### src/rtl/ws2812b_pkg.sv
// Shared WS2812B definitions: register map, status bit positions, receiver
// state encoding and pulse thresholds derived from the clock frequency.
package ws2812b_pkg;

   localparam logic [2:0] ADR_GREEN  = 3'd0;
   localparam logic [2:0] ADR_RED    = 3'd1;
   localparam logic [2:0] ADR_BLUE   = 3'd2;
   localparam logic [2:0] ADR_STATUS = 3'd3;
   localparam logic [2:0] ADR_FRAMES = 3'd4;

   localparam int STAT_NEW         = 0;
   localparam int STAT_ERR_SHORT   = 1;
   localparam int STAT_ERR_LONG    = 2;
   localparam int STAT_ERR_PARTIAL = 3;
   localparam int STAT_BUSY        = 4;

   typedef enum logic [1:0] {
      S_WAIT_RST,
      S_IDLE,
      S_HIGH,
      S_LOW
   } rx_state_t;

   function automatic logic [15:0] t_min(input longint cf);
      return 16'(cf * 2 / 10000000);
   endfunction

   function automatic logic [15:0] t_thr(input longint cf);
      return 16'(cf * 6 / 10000000);
   endfunction

   function automatic logic [15:0] t_max(input longint cf);
      return 16'(cf * 15 / 10000000);
   endfunction

   function automatic logic [15:0] t_rst(input longint cf);
      return 16'(cf / 20000);
   endfunction

endpackage

### src/rtl/ws2812b_bit_decoder.sv
// WS2812B line decoder: synchronizer, phase-width counter and the bit/frame
// state machine. Emits one-cycle bit, frame-end and width-error strobes.
module ws2812b_bit_decoder
   import ws2812b_pkg::*;
#(
   parameter int CLOCK_FREQ = 27000000
) (
   input  logic clk,
   input  logic rst,
   input  logic din,
   output logic bit_valid,
   output logic bit_val,
   output logic frame_end,
   output logic err_short,
   output logic err_long,
   output logic busy,
   output logic din_s
);

   localparam logic [15:0] T_MIN = t_min(CLOCK_FREQ);
   localparam logic [15:0] T_THR = t_thr(CLOCK_FREQ);
   localparam logic [15:0] T_MAX = t_max(CLOCK_FREQ);
   localparam logic [15:0] T_RST = t_rst(CLOCK_FREQ);

   logic [1:0]  r_sync;
   logic        r_din_d;
   logic [15:0] r_cnt;
   rx_state_t   r_state;
   rx_state_t   w_next;
   logic        w_rise;
   logic        w_fall;

   assign din_s  = r_sync[1];
   assign w_rise = r_sync[1] & ~r_din_d;
   assign w_fall = ~r_sync[1] & r_din_d;
   assign busy   = (r_state == S_HIGH) || (r_state == S_LOW);

   // r_cnt holds the number of cycles the current level has lasted before
   // this cycle, so on a falling edge it equals the completed high width.
   always_ff @(posedge clk or posedge rst) begin
      if (rst) begin
         r_sync  <= '0;
         r_din_d <= 1'b0;
         r_cnt   <= '0;
         r_state <= S_WAIT_RST;
      end else begin
         r_sync  <= {r_sync[0], din};
         r_din_d <= r_sync[1];
         if (w_rise || w_fall)
            r_cnt <= 16'd1;
         else if (r_cnt < T_RST)
            r_cnt <= r_cnt + 16'd1;
         r_state <= w_next;
      end
   end

   always_comb begin
      w_next    = r_state;
      bit_valid = 1'b0;
      bit_val   = 1'b0;
      frame_end = 1'b0;
      err_short = 1'b0;
      err_long  = 1'b0;
      case (r_state)
         S_WAIT_RST: if (!r_sync[1] && r_cnt == T_RST) w_next = S_IDLE;
         S_IDLE:     if (w_rise) w_next = S_HIGH;
         S_HIGH: begin
            if (r_cnt > T_MAX) begin
               err_long = 1'b1;
               w_next   = S_WAIT_RST;
            end else if (w_fall) begin
               w_next = S_LOW;
               if (r_cnt < T_MIN) begin
                  err_short = 1'b1;
               end else begin
                  bit_valid = 1'b1;
                  bit_val   = (r_cnt >= T_THR);
               end
            end
         end
         S_LOW: begin
            if (w_rise) begin
               w_next = S_HIGH;
            end else if (r_cnt == T_RST) begin
               frame_end = 1'b1;
               w_next    = S_IDLE;
            end
         end
         default: w_next = S_WAIT_RST;
      endcase
   end

endmodule

### src/rtl/wb_ws2812b_rx.sv
// WS2812B receiver with 8-bit Wishbone register map. Define
// WS2812B_RX_PASSTHRU_EN to forward bits beyond the first 24 on dout.
module wb_ws2812b_rx
   import ws2812b_pkg::*;
#(
   parameter int CLOCK_FREQ = 27000000
) (
   input  logic       clk,
   input  logic       rst,
   input  logic [7:0] wb_adr_i,
   input  logic [7:0] wb_dat_i,
   output logic [7:0] wb_dat_o,
   input  logic       wb_we_i,
   input  logic       wb_cyc_i,
   input  logic       wb_stb_i,
   output logic       wb_ack_o,
   input  logic       din,
   output logic       dout
);

   logic w_bit_valid, w_bit_val, w_frame_end, w_err_short, w_err_long;
   logic w_busy, w_din_s;

   ws2812b_bit_decoder #(.CLOCK_FREQ(CLOCK_FREQ)) u_dec (
      .clk       (clk),
      .rst       (rst),
      .din       (din),
      .bit_valid (w_bit_valid),
      .bit_val   (w_bit_val),
      .frame_end (w_frame_end),
      .err_short (w_err_short),
      .err_long  (w_err_long),
      .busy      (w_busy),
      .din_s     (w_din_s)
   );

   logic [22:0] r_shift;
   logic [4:0]  r_bit_cnt;
   logic        r_fwd;
   logic [7:0]  r_green, r_red, r_blue, r_frames;
   logic        r_new, r_err_short, r_err_long, r_err_partial;
   logic        r_ack;
   logic [7:0]  r_dat;
   logic        w_access, w_last_bit, w_partial;
   logic [3:0]  w_w1c;
   logic [7:0]  w_rd_data;

   assign w_access   = wb_cyc_i & wb_stb_i & ~r_ack;
   assign w_w1c      = (w_access && wb_we_i && wb_adr_i[2:0] == ADR_STATUS) ? wb_dat_i[3:0] : 4'b0;
   assign w_last_bit = w_bit_valid && (r_bit_cnt == 5'd23);
   assign w_partial  = w_frame_end && (r_bit_cnt != 5'd0) && (r_bit_cnt < 5'd24);

   // Bit counter saturates at 24; later bits are only forwarded.
   always_ff @(posedge clk or posedge rst) begin
      if (rst) begin
         r_shift   <= '0;
         r_bit_cnt <= '0;
         r_fwd     <= 1'b0;
         r_green   <= '0;
         r_red     <= '0;
         r_blue    <= '0;
         r_frames  <= '0;
      end else if (w_err_long || w_frame_end) begin
         r_bit_cnt <= '0;
         r_fwd     <= 1'b0;
      end else if (w_bit_valid && r_bit_cnt < 5'd24) begin
         r_shift   <= {r_shift[21:0], w_bit_val};
         r_bit_cnt <= r_bit_cnt + 5'd1;
         if (w_last_bit) begin
            {r_green, r_red, r_blue} <= {r_shift, w_bit_val};
            r_frames <= r_frames + 8'd1;
            r_fwd    <= 1'b1;
         end
      end
   end

   // Hardware set takes priority over a simultaneous write-1-to-clear.
   always_ff @(posedge clk or posedge rst) begin
      if (rst) begin
         r_new         <= 1'b0;
         r_err_short   <= 1'b0;
         r_err_long    <= 1'b0;
         r_err_partial <= 1'b0;
      end else begin
         r_new         <= (r_new & ~w_w1c[STAT_NEW]) | w_last_bit;
         r_err_short   <= (r_err_short & ~w_w1c[STAT_ERR_SHORT]) | w_err_short;
         r_err_long    <= (r_err_long & ~w_w1c[STAT_ERR_LONG]) | w_err_long;
         r_err_partial <= (r_err_partial & ~w_w1c[STAT_ERR_PARTIAL]) | w_partial;
      end
   end

   always_comb begin
      w_rd_data = 8'h00;
      case (wb_adr_i[2:0])
         ADR_GREEN:  w_rd_data = r_green;
         ADR_RED:    w_rd_data = r_red;
         ADR_BLUE:   w_rd_data = r_blue;
         ADR_STATUS: w_rd_data = {3'b000, w_busy, r_err_partial, r_err_long, r_err_short, r_new};
         ADR_FRAMES: w_rd_data = r_frames;
         default:    w_rd_data = 8'h00;
      endcase
   end

   always_ff @(posedge clk or posedge rst) begin
      if (rst) begin
         r_ack <= 1'b0;
         r_dat <= '0;
      end else begin
         r_ack <= w_access;
         if (w_access && !wb_we_i)
            r_dat <= w_rd_data;
      end
   end

   assign wb_ack_o = r_ack;
   assign wb_dat_o = r_dat;

   logic w_unused_bus;
   assign w_unused_bus = ^{wb_adr_i[7:3], wb_dat_i[7:4]};

`ifdef WS2812B_RX_PASSTHRU_EN
   logic r_dout;
   always_ff @(posedge clk or posedge rst) begin
      if (rst)
         r_dout <= 1'b0;
      else
         r_dout <= r_fwd & w_din_s;
   end
   assign dout = r_dout;
`else
   logic w_unused_fwd;
   assign w_unused_fwd = w_din_s & r_fwd;
   assign dout = 1'b0;
`endif

endmodule

### config.mk
export PLATFORM = sky130hd
export DESIGN_NAME = wb_ws2812b_rx
export DESIGN_NICKNAME = d
export VERILOG_FILES = /design/src/rtl/ws2812b_pkg.sv /design/src/rtl/ws2812b_bit_decoder.sv /design/src/rtl/wb_ws2812b_rx.sv
export SDC_FILE = /design/constraint.sdc
export NUM_CORES = 1
export LEC_CHECK = 0
export BUFFER_PORTS_ARGS = -buffer_cell sky130_fd_sc_hd__buf_2
export CORE_ASPECT_RATIO = 1.5
export CORE_MARGIN = 5
export CORE_UTILIZATION = 35
export CTS_BUF_LIST = sky130_fd_sc_hd__clkbuf_2
export CTS_CLUSTER_SIZE = 24
export DETAILED_ROUTE_END_ITERATION = 10
export PLACE_DENSITY_LB_ADDON = 0.2
export SLEW_MARGIN = 15
export SYNTH_ARGS = -nofsm -noshare
export SYNTH_HDL_FRONTEND = slang
export SYNTH_SLANG_ARGS = --single-unit
export TNS_END_PERCENT = 10
### constraint.sdc
create_clock -name clk -period 4.25 [get_ports clk]
set_clock_uncertainty 0.15 [all_clocks]
set_input_delay 0.425 -clock clk [delete_from_list [all_inputs] [get_ports clk]]
set_output_delay 0.425 -clock clk [all_outputs]
set_load 0.01 [all_outputs]
==> impl_metrics.json, run 1 <==
{
  "outcome": "finished, final reports clean",
  "synth_flop_cell": "dfrtp_1",
  "place_ws_ps": 1510,
  "use_met1": 0.156,
  "seq_area_um2": 2350,
  "io_pins": 32,
  "crit_chain": "or4_4 -> a211o_4 -> nor4_4 -> buf_4 -> mux2_2",
  "fin_ws_ps": 1500,
  "path_class": "reg2reg",
  "tns_ps": 0,
  "routed_via_density": 5.03,
  "grt_pass1_wl_um": 14700,
  "critPathArrivalTime_ps": 3050,
  "dieArea_um2": 15000,
  "cap_violations": 0,
  "vias": 2788,
  "synth-edff-count": 0,
  "ff2ff_setup_slack_ps": 1500,
  "synthCells": 369,
  "multi_input_area_um2": 1910,
  "cts_resized": 0,
  "cts_sinks": 94,
  "synthDistinctLibCells": 57,
  "clockRootBuffer": "clkbuf_2",
  "power.density_nw_per_um2": 313,
  "rr_endpoint": "r_blue[1]",
  "met2_usage": 0.212,
  "yosysSeqAreaShare": 0.533,
  "crit_end": "r_blue[1]",
  "drc_errors": 0,
  "clk_path_buf_depth": 2,
  "antenna_found_initial": 1,
  "syn_to_final_growth_pct": 9.42,
  "clk_pin_slew_ps": 260,
  "internal_power_uw": 1100,
  "core_area_um2": 12400,
  "p_leak_uw": 0.00229,
  "setup.worst_path.end_class": "register",
  "worst_slew_pin_slew_ps": 856,
  "post-route-min-period_ps": 2750,
  "synthArstFlopShare": 1.00,
  "finalWeightedCongestion": 0.816,
  "r2r_cells": 5,
  "fmax_mhz": 364,
  "die_w_um": 102,
  "final_cell_mix": "94 x dfrtp_1, 50 x mux2_2, 30 x nand2_1, 30 x o21ai_0, 21 x buf_2",
  "clock_power_share": 0.300,
  "r2r_start": "u_dec.r_cnt[8]",
  "setup_viol": 0,
  "wl_per_cell_um": 15.6,
  "slew_headroom": 0.429,
  "wl_um": 8630,
  "avgSynthCellArea_um2": 11.9,
  "final_nets": 422,
  "syn_area_um2": 4410,
  "critPathSlowestCell": "or4_4",
  "fill_cells": 1244,
  "drv_slew": 0,
  "io_buffers": 21,
  "grtUsageMet3": 0.0264,
  "first_iter_violations": 79,
  "startpoint_type": "register",
  "yosys_warnings": 0,
  "grt.busiest_layer": "met2",
  "cp.required_ps": 4550,
  "grt_usage": 0.125,
  "switchingPower_uw": 409,
  "hold_class": "in2reg",
  "irDropWorstVdd_mv": 0.129,
  "path_max_fanout": 31,
  "first_pass_iters": 4,
  "hp-start": "wb_dat_i[0]",
  "synth_nets": 399,
  "grt_pass1_vias": 2879,
  "seqPwrFrac": 0.622,
  "tritoncts": "built",
  "cts_made_buffers": 9,
  "p_comb_frac": 0.078,
  "start_util": 0.354,
  "ys_seq_elements": 94,
  "hold_violations": 0,
  "switching_share": 0.271,
  "slowest_delay_ps": 600,
  "num_rows": 50,
  "grt_setup_unrepaired": "no",
  "crit_path_start": "u_dec.r_cnt[8]",
  "final_common_cell": "dfrtp_1",
  "overflow": 0,
  "htree_num_levels": 3,
  "postCtsSetupRepairBufs": 0,
  "grt_max_degree": 70,
  "drive_above_1_share": 0.254,
  "dp_hpwl_um": 6080,
  "insertion_delay_ps": 550,
  "period_share": 0.647,
  "detail-route-antenna-nets": 0,
  "die_y_um": 147
}
routing by layer:
metal	share of wire	vias up
li1	-	1371
met2	0.52	31
met1	0.44	1376
met3	0.027	10
met5	0	-
met4	0.015	0
critical path, delay by kind of cell, from the launching register on:
kind,cells,cell delay (ps)
and+or+nand+nor,2,850
AOI/OAI and AO/OA,1,380
DFF,1,490
buffers and inverters,1,390
muxes,1,380
what timing repair did:
action | in CTS | in global routing
endpoints found under the hold margin | 72 | 0
endpoints found under the setup margin | 0 | 0
hold buffers | 6 | 0
flip-flops by register name, summed over array words and instances, names as in the netlist, 2 cells and up:
register       cells
r_blue             8
r_red              8
wb_dat_o           8
r_shift           23
r_frames           8
u_dec.r_cnt       16
u_dec.r_state      2
r_bit_cnt          5
r_green            8
u_dec.r_sync       2
cells in the mapped netlist (all sizes together), types with 2 or more instances:
master / instances / area (µm²)
buf: 7 / 48.8
dfrtp: 94 / 2350
nand3b: 2 / 15.0
or2: 2 / 12.5
xnor2: 9 / 78.8
nor2: 11 / 41.3
o32a: 2 / 20.0
ha: 8 / 100
nand4: 9 / 56.3
and3: 5 / 31.3
or4: 2 / 18.8
nor4: 6 / 73.8
and2: 8 / 50.1
or3: 4 / 25.0
nor3: 2 / 10.0
a21boi: 4 / 30.0
mux2i: 12 / 120
a21oi: 3 / 15.0
nand3: 6 / 30.0
clkbuf: 11 / 41.3
a22oi: 5 / 37.5
o21ai: 30 / 150
inv: 14 / 52.6
nand2b: 3 / 18.8
mux2: 51 / 574
xor2: 2 / 17.5
nand2: 30 / 113
nor2b: 5 / 31.3
worst min path at each step:
stage	end	cells past startpoint
final	r_new	4
after CTS	r_new	4
after global placement	u_dec.r_sync[1]	0
after global routing	r_new	4
after floorplan	u_dec.r_sync[1]	0
after detailed placement	u_dec.r_sync[1]	0
power by group through the flow:
| stage | clock, µW | combinational (µW) | sequential, µW |
|---|---|---|---|
| 5_1_grt | 514 | 137 | 944 |
| 2_1_floorplan | 0 | 88.9 | 946 |
| 3_3_place_gp | 0 | 115 | 953 |
| 4_1_cts | 476 | 122 | 940 |
| 3_5_place_dp | 0 | 117 | 955 |
| 6_report | 453 | 118 | 939 |
cells by family after synthesis:
family | Yosys count | synth area share
xor+xnor | 11 | 0.0219
fa+ha+maj | 8 | 0.0227
simple gates | 101 | 0.136
mux | 64 | 0.163
flops | 94 | 0.533
other cells | 1 | 0.000850
buf+inv | 32 | 0.0323
compound gates | 58 | 0.0902
metrics by stage:
step / cell area (µm²) / utilization / hold slack, ps / std cells / power (µW)
floorplan: 4410 / - / 181 / 369 / 1040
global placement: 4640 / 0.373 / 185 / 531 / 1070
detailed placement: 4640 / 0.373 / 185 / 531 / 1070
CTS: 4820 / 0.387 / 13.0 / 553 / 1540
global route: 4820 / 0.388 / 54.0 / 554 / 1600
finish: 4820 / 0.388 / 60.1 / 554 / 1510
final cells by class:
| class | instances | share of cell area |
|---|---|---|
| repair buffers | 30 | 0.0389 |
| inverters | 14 | 0.0114 |
| clock inverters | 7 | 0.0150 |
| multi-input cells | 243 | 0.397 |
| diodes | 1 | 0.000519 |
| flip-flops and latches | 94 | 0.488 |
| well taps | 156 | 0.0405 |
| clock buffers | 9 | 0.00934 |
No activity file was read; power rests on OpenSTA's default activity.
==> run 2, diff against run 1 <==
- ABC_AREA: default -> 1
- clock period: 4.25 -> 2.2 ns (I/O delays scaled with it)
==> run 2 against run 1 <==
Synthesized cell count grew 57%. Sequential share of layout area shrank 5.6 points. Cell count grew 44%. Global-route usage grew 2.1 points. Register-to-register slack lost 1300 ps. Non-clock buffer count grew 24. Sequential power grew 92%. Setup slack lost 1500 ps.
==> impl_metrics.json, run 2 <==
{
  "outcome": "finished, final reports clean",
  "crit_family": "buffers and inverters",
  "critPathSlowestCell": "dlygate4sd3_1",
  "clockRootBuffer": "clkbuf_2",
  "post-route-min-period_ps": 2180,
  "cp.required_ps": 2560,
  "yosysMostFrequentCell": "nand2_1",
  "setup_viol": 0,
  "synthCells": 578,
  "hold_class": "in2reg",
  "final_common_cell": "nand2_1",
  "cts_made_buffers": 9,
  "yosys_warnings": 0,
  "start_util": 0.356,
  "die_y_um": 153,
  "synthXorXnorAreaFrac": 0.0164,
  "clk_path_buf_depth": 2,
  "synthDistinctLibCells": 36,
  "overflow": 0,
  "place_ws_ps": 162,
  "postCtsSetupRepairBufs": 0,
  "synth.area.mux_share": 0,
  "grt_max_degree": 52,
  "synthArstFlopShare": 1.00,
  "syn_to_final_growth_pct": 13.6,
  "critPathArrivalTime_ps": 2540,
  "cts_sinks": 94,
  "setup.worst_path.end_class": "register",
  "first_pass_iters": 4,
  "syn_area_um2": 4790,
  "antenna_found_initial": 1,
  "final_nets": 657,
  "insertion_delay_ps": 590,
  "synth_nets": 608,
  "finalWeightedCongestion": 0.839,
  "final_cell_mix": "166 x nand2_1, 94 x dfrtp_1, 74 x inv_1, 33 x nor2_1, 32 x nand3_1",
  "yosys-top-cells-area": "dfrtp_1 49%, nand2_1 13%, inv_1 5.9%, o21ai_2 3.8%, nand3_1 3.3%",
  "synth-edff-count": 0,
  "crit_top_cell": "dlygate4sd3_1",
  "synth-compound-area-share": 0.111,
  "io_pins": 32,
  "startpoint_type": "input port",
  "path_class": "in2reg",
  "dieArea_um2": 16200,
  "yosys.area_share.simple": 0.276,
  "first_iter_violations": 192,
  "core_area_um2": 13500,
  "slew_headroom": 0.634,
  "synth_flop_cell": "dfrtp_1",
  "tritoncts": "built",
  "htree_num_levels": 3,
  "grt_pass1_wl_um": 19100,
  "drv_slew": 0,
  "p_leak_uw": 0.00267,
  "utilization": 0.404,
  "regMostFlops": "r_shift",
  "worst_slew_pin_slew_ps": 548,
  "crit_chain": "dlygate4sd3_1 -> buf_2 -> nand2_1 -> dlygate4sd3_1 -> nor2_2 -> nand3_1 -> o21ai_0 -> dlygate4sd3_1 -> o21ai_0",
  "period_share": 0.990,
  "wl_per_cell_um": 14.1,
  "fmax_mhz": 459,
  "hold_violations": 0,
  "power.density_nw_per_um2": 533,
  "yosysSeqAreaShare": 0.491,
  "ys_seq_elements": 94,
  "wl_um": 11200,
  "clk_pin_slew_ps": 300,
  "reg.largest.list": "r_shift x23, u_dec.r_cnt x16",
  "cap_violations": 0,
  "die_w_um": 106,
  "io_buffers": 21,
  "slowest_delay_ps": 570,
  "num_rows": 52,
  "synth_top_family_by_area": "simple AND/OR/NAND/NOR gates",
  "path_max_fanout": 4,
  "detail-route-antenna-nets": 0,
  "grt_usage": 0.146,
  "routed_via_density": 4.83,
  "avgSynthCellArea_um2": 8.29,
  "dp_hpwl_um": 8370,
  "synth_top_cell_by_area": "dfrtp_1",
  "synthAdderAreaFrac": 0.0209,
  "irDropWorstVdd_mv": 0.216,
  "fin_ws_ps": 22.5,
  "yosys.area.top_type_share": 0.491,
  "synth_common_cells": "166 x nand2_1, 94 x dfrtp_1, 75 x inv_1, 35 x nor2_1, 32 x nand3_1",
  "largest_reg_flops": 23,
  "drive_above_1_share": 0.179,
  "vias": 3840,
  "timing.critical_path.buf_inv": 4,
  "drc_errors": 0,
  "grt_pass1_vias": 3973
}
[run 2: routing by layer]
layer	routed length (µm)	track usage
met1	4430	0.162
met5	0	0
met2	6020	0.262
met3	282	0.0219
met4	493	0.0840
[run 2: layout make-up]
cell class	count	area (µm²)
Antenna cell	1	2.50
Timing Repair Buffer	54	433
Clock buffer	9	45.0
Sequential cell	94	2350
Tap cell	162	203
Inverter	78	297
Multi-Input combinational cell	390	2050
Fill cell	1363	8020
Clock inverter	7	63.8
[run 2: power breakdown]
| part | internal [µW] | switching, µW | total [µW] |
|---|---|---|---|
| Clock | 179 | 662 | 841 |
| Sequential | 1770 | 30.8 | 1800 |
| Combinational | 106 | 157 | 262 |
| Total | 2050 | 850 | 2900 |
[run 2: worst paths after layout]
| check | cells past startpoint | from | slack, ps | end |
|---|---|---|---|---|
| max | 9 | wb_stb_i | 20 | r_err_partial |
| min | 2 | din | 140 | u_dec.r_sync[0] |
| max reg2reg | 11 | u_dec.r_cnt[13] | 170 | r_green[2] |
| min reg2reg | 0 | u_dec.r_sync[0] | 250 | u_dec.r_sync[1] |
| max in group asynchronous | 5 | rst | 670 | r_blue[1] |
| min in group asynchronous | 4 | rst | 610 | r_err_long |
[run 2: stage by stage]
| step | cell area (µm²) | hold slack, ps | power [µW] | TNS [ps] | cells |
|---|---|---|---|---|---|
| 3_3_place_gp | 5150 | 147 | 2050 | 0 | 761 |
| 5_1_grt | 5450 | 90.0 | 3080 | -6.28 | 795 |
| 2_1_floorplan | 4800 | 101 | 1970 | 0 | 578 |
| 3_5_place_dp | 5150 | 152 | 2050 | 0 | 761 |
| 4_1_cts | 5430 | 84.0 | 2960 | 0 | 794 |
| 6_report | 5450 | 136 | 2900 | 0 | 795 |
[run 2: repair_timing]
item | in CTS | in global routing
hold buffers | 17 | 0
endpoints found under the setup margin | 0 | 7
endpoints found under the hold margin | 108 | 0
gates resized for setup | 0 | 3
[run 2: kinds of logic after synthesis]
logic type / Yosys count
other cells: 1
simple gates: 289
fa+ha+maj: 8
buf+inv: 94
compound gates: 83
xor+xnor: 9
flops: 94
